$ cat config.mk
export PLATFORM = sky130hd
export DESIGN_NAME = hazard_ctrl
export DESIGN_NICKNAME = d
export VERILOG_FILES = /design/src/rtl/hazard_ctrl.sv
export SDC_FILE = /design/constraint.sdc
export NUM_CORES = 1
export LEC_CHECK = 0
export CELL_PAD_IN_SITES_DETAIL_PLACEMENT = 2
export CELL_PAD_IN_SITES_GLOBAL_PLACEMENT = 2
export CORE_UTILIZATION = 26
export DETAILED_ROUTE_END_ITERATION = 7
export MAX_ROUTING_LAYER = met4
export PLACE_DENSITY = 0.89
export SLEW_MARGIN = 15
export SYNTH_ARGS = -nofsm -noshare
export SYNTH_HDL_FRONTEND = slang
export SYNTH_SLANG_ARGS = --single-unit
$ cat constraint.sdc
create_clock -name clk -period 5.55 [get_ports clk]
set_input_delay 1.3875 -clock clk [delete_from_list [all_inputs] [get_ports clk]]
set_output_delay 1.3875 -clock clk [all_outputs]
set_load 0.03 [all_outputs]
$ cat src/rtl/hazard_ctrl.sv
// Pipeline hazard controller: operand forwarding for E, load-use interlock,
// branch/jump flushes, and a memory-wait FSM that freezes the pipeline while a
// data access in M is outstanding and latches a bus error on timeout.
//
//   state  | meaning
//   -------+---------------------------------------------------------------
//   S_IDLE | no access outstanding; a same-cycle ack is a zero-wait access
//   S_WAIT | access in M not yet acknowledged; timer counts waited cycles
//   S_ERR  | access timed out; pipeline frozen and BusErr held until reset
module hazard_ctrl (
    input  logic        clk,
    input  logic        rst_n,
    input  logic [4:0]  Rs1D,
    input  logic [4:0]  Rs2D,
    input  logic [4:0]  Rs1E,
    input  logic [4:0]  Rs2E,
    input  logic [4:0]  RdE,
    input  logic [4:0]  RdM,
    input  logic [4:0]  RdW,
    input  logic        RegWriteM,
    input  logic        RegWriteW,
    input  logic [1:0]  ResultSrcE,
    input  logic        PCSrcE,
    input  logic        MemReqM,
    input  logic        MemAckM,
    output logic [1:0]  ForwardAE,
    output logic [1:0]  ForwardBE,
    output logic        StallF,
    output logic        StallD,
    output logic        StallE,
    output logic        StallM,
    output logic        FlushD,
    output logic        FlushE,
    output logic        FlushW,
    output logic        BusErr,
    output logic [15:0] StallCount
);

    typedef enum logic [1:0] {
        S_IDLE = 2'b00,
        S_WAIT = 2'b01,
        S_ERR  = 2'b10
    } mem_state_t;

    mem_state_t  state;
    logic [3:0]  timer;
    logic        bus_err_q;
    logic [15:0] stall_count_q;
    logic        lw_stall;
    logic        mem_stall;

    // Forwarding select: the younger producer in M wins over the one in W.
    always_comb begin
        ForwardAE = 2'b00;
        ForwardBE = 2'b00;
        if (RegWriteM && (RdM != 5'd0) && (RdM == Rs1E))
            ForwardAE = 2'b10;
        else if (RegWriteW && (RdW != 5'd0) && (RdW == Rs1E))
            ForwardAE = 2'b01;
        if (RegWriteM && (RdM != 5'd0) && (RdM == Rs2E))
            ForwardBE = 2'b10;
        else if (RegWriteW && (RdW != 5'd0) && (RdW == Rs2E))
            ForwardBE = 2'b01;
    end

    assign lw_stall = (ResultSrcE == 2'b01) && (RdE != 5'd0) &&
                      ((RdE == Rs1D) || (RdE == Rs2D));

    // Combinational so the freeze already applies in the request cycle.
    assign mem_stall = ((state == S_IDLE) && MemReqM && !MemAckM) ||
                       ((state == S_WAIT) && !MemAckM) ||
                       (state == S_ERR);

    // Stall/flush resolution: memory freeze beats branch flush beats load-use.
    // During a freeze the redirect is held off; E keeps PCSrcE so it re-applies
    // once the access completes.
    always_comb begin
        StallF = 1'b0;
        StallD = 1'b0;
        StallE = 1'b0;
        StallM = 1'b0;
        FlushD = 1'b0;
        FlushE = 1'b0;
        FlushW = 1'b0;
        if (mem_stall) begin
            StallF = 1'b1;
            StallD = 1'b1;
            StallE = 1'b1;
            StallM = 1'b1;
            FlushW = 1'b1;
        end else begin
            StallF = lw_stall;
            StallD = lw_stall;
            FlushD = PCSrcE;
            FlushE = lw_stall || PCSrcE;
        end
    end

    // Memory wait FSM with a 4-bit wait timer; ERR is left only by reset.
    always_ff @(posedge clk or negedge rst_n) begin
        if (!rst_n) begin
            state     <= S_IDLE;
            timer     <= 4'd0;
            bus_err_q <= 1'b0;
        end else begin
            case (state)
                S_IDLE: begin
                    if (MemReqM && !MemAckM) begin
                        state <= S_WAIT;
                        timer <= 4'd1;
                    end
                end
                S_WAIT: begin
                    if (MemAckM) begin
                        state <= S_IDLE;
                        timer <= 4'd0;
                    end else if (timer == 4'd15) begin
                        state     <= S_ERR;
                        bus_err_q <= 1'b1;
                    end else begin
                        timer <= timer + 4'd1;
                    end
                end
                S_ERR: begin
                    bus_err_q <= 1'b1;
                end
                default: begin
                    state <= S_IDLE;
                    timer <= 4'd0;
                end
            endcase
        end
    end

    // Saturating count of cycles in which the fetch stage is held.
    always_ff @(posedge clk or negedge rst_n) begin
        if (!rst_n)
            stall_count_q <= 16'd0;
        else if (StallF && (stall_count_q != 16'hFFFF))
            stall_count_q <= stall_count_q + 16'd1;
    end

    assign BusErr     = bus_err_q;
    assign StallCount = stall_count_q;

endmodule

* Word level (Yosys, flattened, before mapping) *
Cells that the tools add are included.

storage, ports and cells
  flip-flop bits (word level) = 23
  input port bits = 44
  output and inout port bits = 28
  word-level logic and storage cells = 68

operators by class
  add/sub/neg operators = 2
  equal/unequal tests = 16
  muxes and demuxes = 19
  bitwise operators = 1
  reductions and logical operators = 26

operators with widths
  kind                                                                    number
  5-bit equality test                                                     6
  16-bit by 1-bit adder with 16-bit output (second input constant)        1
  16-bit != test (second input constant)                                  1
  5-bit nonzero test                                                      3
  1-bit logical AND                                                       13
  4-bit 2-to-1 mux                                                        3
  4-bit one-hot mux with 3 select lines                                   1
  2-bit 2-to-1 mux                                                        5
  3-bit AND reduction                                                     3
  1-bit 2-to-1 mux                                                        8
  2-bit one-hot mux with 3 select lines                                   1
  4-bit by 1-bit adder with 4-bit output (second input constant)          1
  2-bit by 1-bit equality test with 1-bit output (second input constant)  2
  4-bit equality test (second input constant)                             1
  1-bit logical OR                                                        4
  2-bit by 1-bit != test with 1-bit output (second input constant)        2
  3-bit by 2-bit != test with 1-bit output (second input constant)        1
  3-bit != test (second input constant)                                   1
  2-bit equality test (second input constant)                             1
  2-bit zero test                                                         1
  2-bit != test (second input constant)                                   1
  1-bit one-hot mux with 2 select lines                                   1
  2-bit nonzero test                                                      1
  1-bit zero test                                                         1
  1-bit inverter                                                          1

* Logic depth before layout (Yosys ltp) *
  word-level depth = 7
  depth in mapped cells = 9
  mapped depth without buffers = 8

* Worst setup path after synthesis *
No wires, ideal clock.

  path type = input-to-output
  start point = input port RdM[1]
  end point = output port ForwardAE[0]
  arrival = 3.325 ns
  slack = 0.838 ns
  stages on the path = 4
  path buffers = 0
  cells stage by stage = or4_1 > o21ai_0 > nor4_1 > nor4_1

on the way
  word-level cells in the longest chain between the ends = 4
  elaborated cells between the ends (all ways) = 5
  those cells by class = eq/ne (1); mux (1); reduce/logical (3)

RTL lines
  item                   line  text
  start, declared        18    input logic [4:0] RdM,
  5-bit nonzero test     56    if (RegWriteM && (RdM != 5'd0) && (RdM == Rs1E))
  1-bit logical AND      56
  1-bit logical AND (*)  56
  2-bit 2-to-1 mux (*)   56
  end, declared          26    output logic [1:0] ForwardAE,

Mark *: on every way between the ends. The rest lies on a longest branch, timed or not.

* Worst setup path after layout *
  start point = input port RdM[2]
  end point = output port ForwardAE[0]

The elaborated chain is that of the path after synthesis.

==> impl_metrics.toml <==
[synthesis]
ys_async_sr_fraction_pct = 100
synth_cell_types = 42
synth_edf_count = 0
syn-num-nets = 216
synth_area_um2 = 1630
synth_seq_cells = 23
ys_seq_area_share_pct = 35.4
synth_flop_cell = "dfrtp_1"
synthCells = 170
avgSynthCellArea_um2 = 9.56
synth_warnings = 0

[clock_tree]
cts_buffer_depth = 2
holdBufCountCts = 0
cts.htree.levels = 1
cts_setup_buffers = 0
clock_sinks = 23
clkTransAtPathRegs_ps = 80
clock_latency_ps = 260
cts_inserted_buffers = 3
cts_root_buf = "clkbuf_8"
cts_tree = "built"
cts_resized = 0

[sta]
post-route-min-period_ps = 5180
whs_ps = 485
timing.setup.tns_ps = 0
fin_worst_skew_ps = 5.43
setup-violations-final = 0
hold_violations = 0
rsz0062_at_grt = "false"
worstMarginPinSlew_ps = 547
max_slew_margin_pct = 63.5
max_freq_mhz = 193
slew_violations = 0
min_period_over_period_pct = 93.4

[drt]
vias_per_cell = 4.98
vias = 1573
drt_pass1_iterations = 4
post-route-drc-count = 0
antenna_left = 0
drt-total-wl_um = 5370
drt-initial-drc-count = 25
wl_per_cell_um = 17.0

[final_layout]
area.growth.synth_to_final_pct = 50.1
final_cells = 316
nNetsFinal = 288
diodes = 0
drive_gt1_share_pct = 8.30
fillers = 662

[placed_design]
dp_cells = 312
port_buffers = 71
routabilityCongestion = 0.821
place_hpwl_um = 4360

[die]
initial_utilization_pct = 27.1
die_y_um = 81.1
pin_count = 72
die_area_um2 = 6570
core_um2 = 5990
die_w_um = 81.1
fp-row-count = 28

[worst_setup_path]
r2r_slack_ps = 3470
crit_type = "input pin to primary output"
start_kind = "input pin"
crit_required_ps = 4160
crit_arrival_ps = 3800
crit_fanout = 3
endpoint_kind = "primary output"

[power_and_ir_drop]
clockPowerShare_pct = 15.7
p_int_uw = 404
power_switching_uw = 267
seqPwrFrac_pct = 37.8
p_sw_share_pct = 39.8
report.power.total_uw = 671
p_leak_uw = 0.000899
cellPowerDensity_nw_per_um2 = 275
power_frac_comb_pct = 46.5
vdd_drop_max_mv = 0.244

[grt]
grt_start_max_net_pins = 24
first_global_vias = 1729
antenna_found_initial = 0
grt_overflow = 0
grt_pass1_wl_um = 8790
track_usage_pct = 18.1

[flow_run]
cap_violations = 0

[min_path]
hold_path_class = "flip-flop to flip-flop"

[status]
outcome = "finished clean"
-- per-stage QoR --
stage | util (%) | setup WS, ps | cell area [um2]
after floorplan | - | 838 | 1630
after CTS | 40.8 | 350 | 2440
final | 40.7 | 366 | 2440
after global placement | 40.1 | 432 | 2400
after detailed placement | 40.1 | 357 | 2400
after global routing | 40.7 | 314 | 2440
-- final timing paths --
| kind | start | to | depth (start not counted) |
|---|---|---|---|
| setup / recovery | RdM[2] | ForwardAE[0] | 6 |
| hold / removal | BusErr | BusErr | 1 |
| setup reg to reg | StallCount[0] | StallCount[1] | 7 |
| hold reg to reg | BusErr | BusErr | 1 |
| max in group asynchronous | rst_n | StallCount[3] | 1 |
| min in group asynchronous | rst_n | state[0] | 1 |
-- cells in the final DEF, fill, tap and decap left out, types with 3 or more instances in the layout --
cell type	netlist	final
nor3b_1	4	4
nor3_1	4	4
or4_1	5	5
o21ai_0	3	3
and3_1	4	4
nor2_1	3	3
nand2_1	13	13
clkbuf_8	0	3
nor4_1	7	7
inv_1	3	3
xor2_1	25	25
dfrtp_1	23	23
nand3_1	9	9
xnor2_1	16	16
clkdlybuf4s50_1	0	70
a21oi_1	9	9
-- cells by family after synthesis --
logic type / count (synthesis) / synth area share (%)
multiplexers: 3 / 2.46
AO/OA/AOI/OAI: 26 / 11.2
AND/OR/NAND/NOR: 64 / 23.3
flip-flops: 23 / 35.4
buffers and inverters: 11 / 3.93
adder cells (fa/ha/maj): 2 / 1.54
XOR/XNOR: 41 / 22.1
-- Yosys cell counts, types with 2 or more instances --
master    number  share of area, %
o22ai_1        2              0.77
o21ai_0        3              0.92
or4_1          5               2.3
nor3_1         4               1.2
and3_1         4               1.5
mux2_4         2               1.8
a21oi_1        9               2.8
ha_1           2               1.5
nor2_2         2              0.77
nor4_2         2               1.5
inv_1          3              0.69
nor4_1         7               2.7
nand2_1       13               3.0
buf_4          4               1.8
inv_2          2              0.46
and2_1         2              0.77
xnor2_1       16               8.6
nor4b_1        2               1.1
o21ai_2        2               1.1
nor2_1         3              0.69
nand3_1        9               2.8
xor2_1        25                13
o31ai_1        2              0.92
dfrtp_1       23                35
nor3b_1        4               1.8
nand2b_1       2              0.77
-- critical path, stage by stage --
cell	delay, ps
clkdlybuf4s50_1	490
or4_1	520
o21ai_0	230
nor4_1	110
nor4_1	320
clkdlybuf4s50_1	730
-- sequential cells by signal, summed over array words and instances, names as in the netlist --
name	count
BusErr	1
StallCount	16
state	2
timer	4
-- per-layer routing --
metal / GRT usage (%) / wire, um / vias to the layer above / part of all wire [%]
met3: 2.81 / 213 / 2 / 4.0
met2: 34.0 / 2810 / 36 / 52
met5: - / 0 / - / 0
met4: 2.14 / 27 / 0 / 0.50
met1: 20.7 / 2320 / 788 / 43
li1: - / - / 747 / -
-- power by group through the flow --
| stage | registers [uW] | clock network [uW] | logic (uW) |
|---|---|---|---|
| floorplan | 306 | 0 | 113 |
| global placement | 254 | 0 | 306 |
| detailed placement | 255 | 0 | 313 |
| CTS | 255 | 110 | 316 |
| global route | 260 | 114 | 335 |
| finish | 254 | 105 | 312 |
-- final cells by class --
class / instances / area, um2 / area share, %
repair buffers: 73 / 721 / 29.5
inverters: 5 / 18.8 / 0.769
clock buffers: 4 / 45.0 / 1.85
well taps: 75 / 93.8 / 3.85
multi-input cells: 136 / 986 / 40.4
flip-flops and latches: 23 / 576 / 23.6
Power figures use the tool's default switching activity.
==> RTL change (config.mk and constraints unchanged) <==
Reset style: synchronous (`rst_n`), changed in 2 clocked blocks.
--- a/src/rtl/hazard_ctrl.sv
+++ b/src/rtl/hazard_ctrl.sv
@@ -97,7 +97,7 @@
     end
 
     // Memory wait FSM with a 4-bit wait timer; ERR is left only by reset.
-    always_ff @(posedge clk or negedge rst_n) begin
+    always_ff @(posedge clk) begin
         if (!rst_n) begin
             state     <= S_IDLE;
             timer     <= 4'd0;
@@ -133,7 +133,7 @@
     end
 
     // Saturating count of cycles in which the fetch stage is held.
-    always_ff @(posedge clk or negedge rst_n) begin
+    always_ff @(posedge clk) begin
         if (!rst_n)
             stall_count_q <= 16'd0;
         else if (StallF && (stall_count_q != 16'hFFFF))
Check against the original RTL: differs if rst_n is asserted again (counterexample within 4 cycles, from zero or initial values and one cycle with rst_n low); with rst_n held inactive, the same outputs for 10 cycles.
==> RTL change against the unedited design <==
Via count rose by 8.1%; synthesized area is 1.6% lower; wire length decreased by 0.71%; sequential cell count unchanged; setup slack lost 0.079 ns; register-to-register slack improved by 0.02 ns; final area decreased by 0.87%; hold slack improved by 0.011 ns; critical path type unchanged.
Power is not compared: it rests on default switching activity, and its combinational part moved more than twofold at a synthesized area within 25%.
==> RTL change: results (changes against the unedited design) <==
detailed_routing:
  drt_iter0_markers: 29  # +16%
  wl_per_cell_um: 15.7  # -7.4%
  vias_per_cell: 5.02  # +0.80%
  drtPass1Iterations: 4  # unchanged
worst_setup_path:
  reg2reg_depth: 6  # -1
  r2r_slack_ns: 3.49  # +0.02 ns
  max_stage_delay_ns: 0.74
  slowest_stage: "clkdlybuf4s50_1"
  cp_max_fo: 3  # unchanged
  r2r_end: "StallCount[13]"
  crit_arrival_ns: 3.88  # +0.08 ns
  r2r_start: "StallCount[3]"
synthesis:
  ys.warnings.count: 0  # unchanged
  postSynthNetCount: 240  # +11%
  ys_seq_area_frac: 0.288  # -0.0662
  synth_common_cells: "xor2_1, dfxtp_1, nor2_1"
  synthTopCellsByArea: "dfxtp_1, xor2_1, nor2_1"
  netlist-cell-type-count: 42  # unchanged
  synthCells: 194  # +14%
  synth_ff_type: "dfxtp_1"
  async_reset_ff_frac: 0  # -1.00
status:
  outcome: "completed"
clock_network:
  numCtsBuffers: 3  # unchanged
  root_buffer: "clkbuf_8"
  cts_hold_buf: 0  # unchanged
  clkTransAtPathRegs_ns: 0.08  # about the same
  cts_resized: 0  # unchanged
  cts.htree.levels: 1  # unchanged
  clock_latency_ns: 0.28  # +0.02 ns
  post_cts_buffers: 0  # unchanged
  clockBufferDepth: 2  # unchanged
sta:
  hold_slack_ns: 0.495  # +0.0107 ns
  clock_skew_ns: 0.00535  # -0.0000787 ns
  setup_tns_ns: 0  # unchanged
  tightest_slew_ns: 0.619  # +0.0717 ns
cells_and_area:
  fillers: 682  # +3.0%
  layout.nets: 311  # +8.0%
  layout-drive-gt1-share: 0.0606  # -0.0224
  diodes: 0  # unchanged
  largest_reg_flops: 16  # unchanged
grt:
  grt_start_max_net_pins: 18  # -25%
  grt_pass1_vias: 1766  # +2.1%
  grt_pass1_wl_um: 8510  # -3.2%
  grt.total_usage: 0.176  # -0.00512
  antenna_found_initial: 0  # unchanged
min_path:
  hp-start: "BusErr"
  min_path_type: "flop to flop"
  hold_path_end: "BusErr"
  hold_depth: 2  # +1
place:
  gp_congestion: 0.775  # -5.6%
  dp_slack_ns: 0.287  # -0.0699 ns
  post-dp-hpwl_um: 4330  # -0.58%
  io_buffers: 71  # unchanged
power_and_ir_drop:
  p_seq_mw: 0.171
  ir_drop_mv: 0.0844
  seq_power_share: 0.439
  powerComb_mw: 0.107
  leakage_nw: 0.841
  p_int_mw: 0.274
[RTL change: metal layers]
layer  GRT usage  wire [um]
met3      0.0216        269
met2       0.309       2590
met5           -          0
met4      0.0589         70
met1       0.207       2400
[RTL change: worst max-delay path by stage]
stage | startpoint | depth (start not counted) | slack, ns | end
after global routing | RdM[2] | 6 | 0.11 | ForwardAE[0]
after detailed placement | RdM[1] | 6 | 0.29 | ForwardAE[0]
after floorplan | RdM[1] | 4 | 0.84 | ForwardAE[0]
final | RdM[1] | 6 | 0.29 | ForwardAE[0]
after CTS | RdM[1] | 6 | 0.26 | ForwardAE[0]
after global placement | RdM[1] | 6 | 0.42 | ForwardAE[0]
[RTL change: through the flow]
step | area [um2] | util | cells
after floorplan | 1600 | - | 194
after global placement | 2370 | 0.401 | 335
final | 2420 | 0.408 | 339
after CTS | 2420 | 0.408 | 339
after detailed placement | 2370 | 0.401 | 335
after global routing | 2420 | 0.408 | 339
[RTL change: worst max-delay path, delay by kind of cell]
family	cells	cell delay, ns
AO/OA/AOI/OAI	1	0.25
AND/OR/NAND/NOR	3	1.04
buffers and inverters	2	1.21
[RTL change: kinds of logic after synthesis]
logic type,after synthesis,share of synthesized area
AO/OA/AOI/OAI,31,0.127
XOR/XNOR,33,0.181
adder cells (fa/ha/maj),2,0.0156
buffers and inverters,10,0.0305
flip-flops,23,0.288
multiplexers,7,0.0446
AND/OR/NAND/NOR,88,0.314
[RTL change: cell type report]
cell class	count	area, um2	share of cell area
inverter	5	18.8	0.00776
tap	75	93.8	0.0388
sequential	23	460	0.190
clock buffer	4	45.0	0.0186
multi-input combinational	161	1090	0.451
timing repair buffer	71	711	0.294
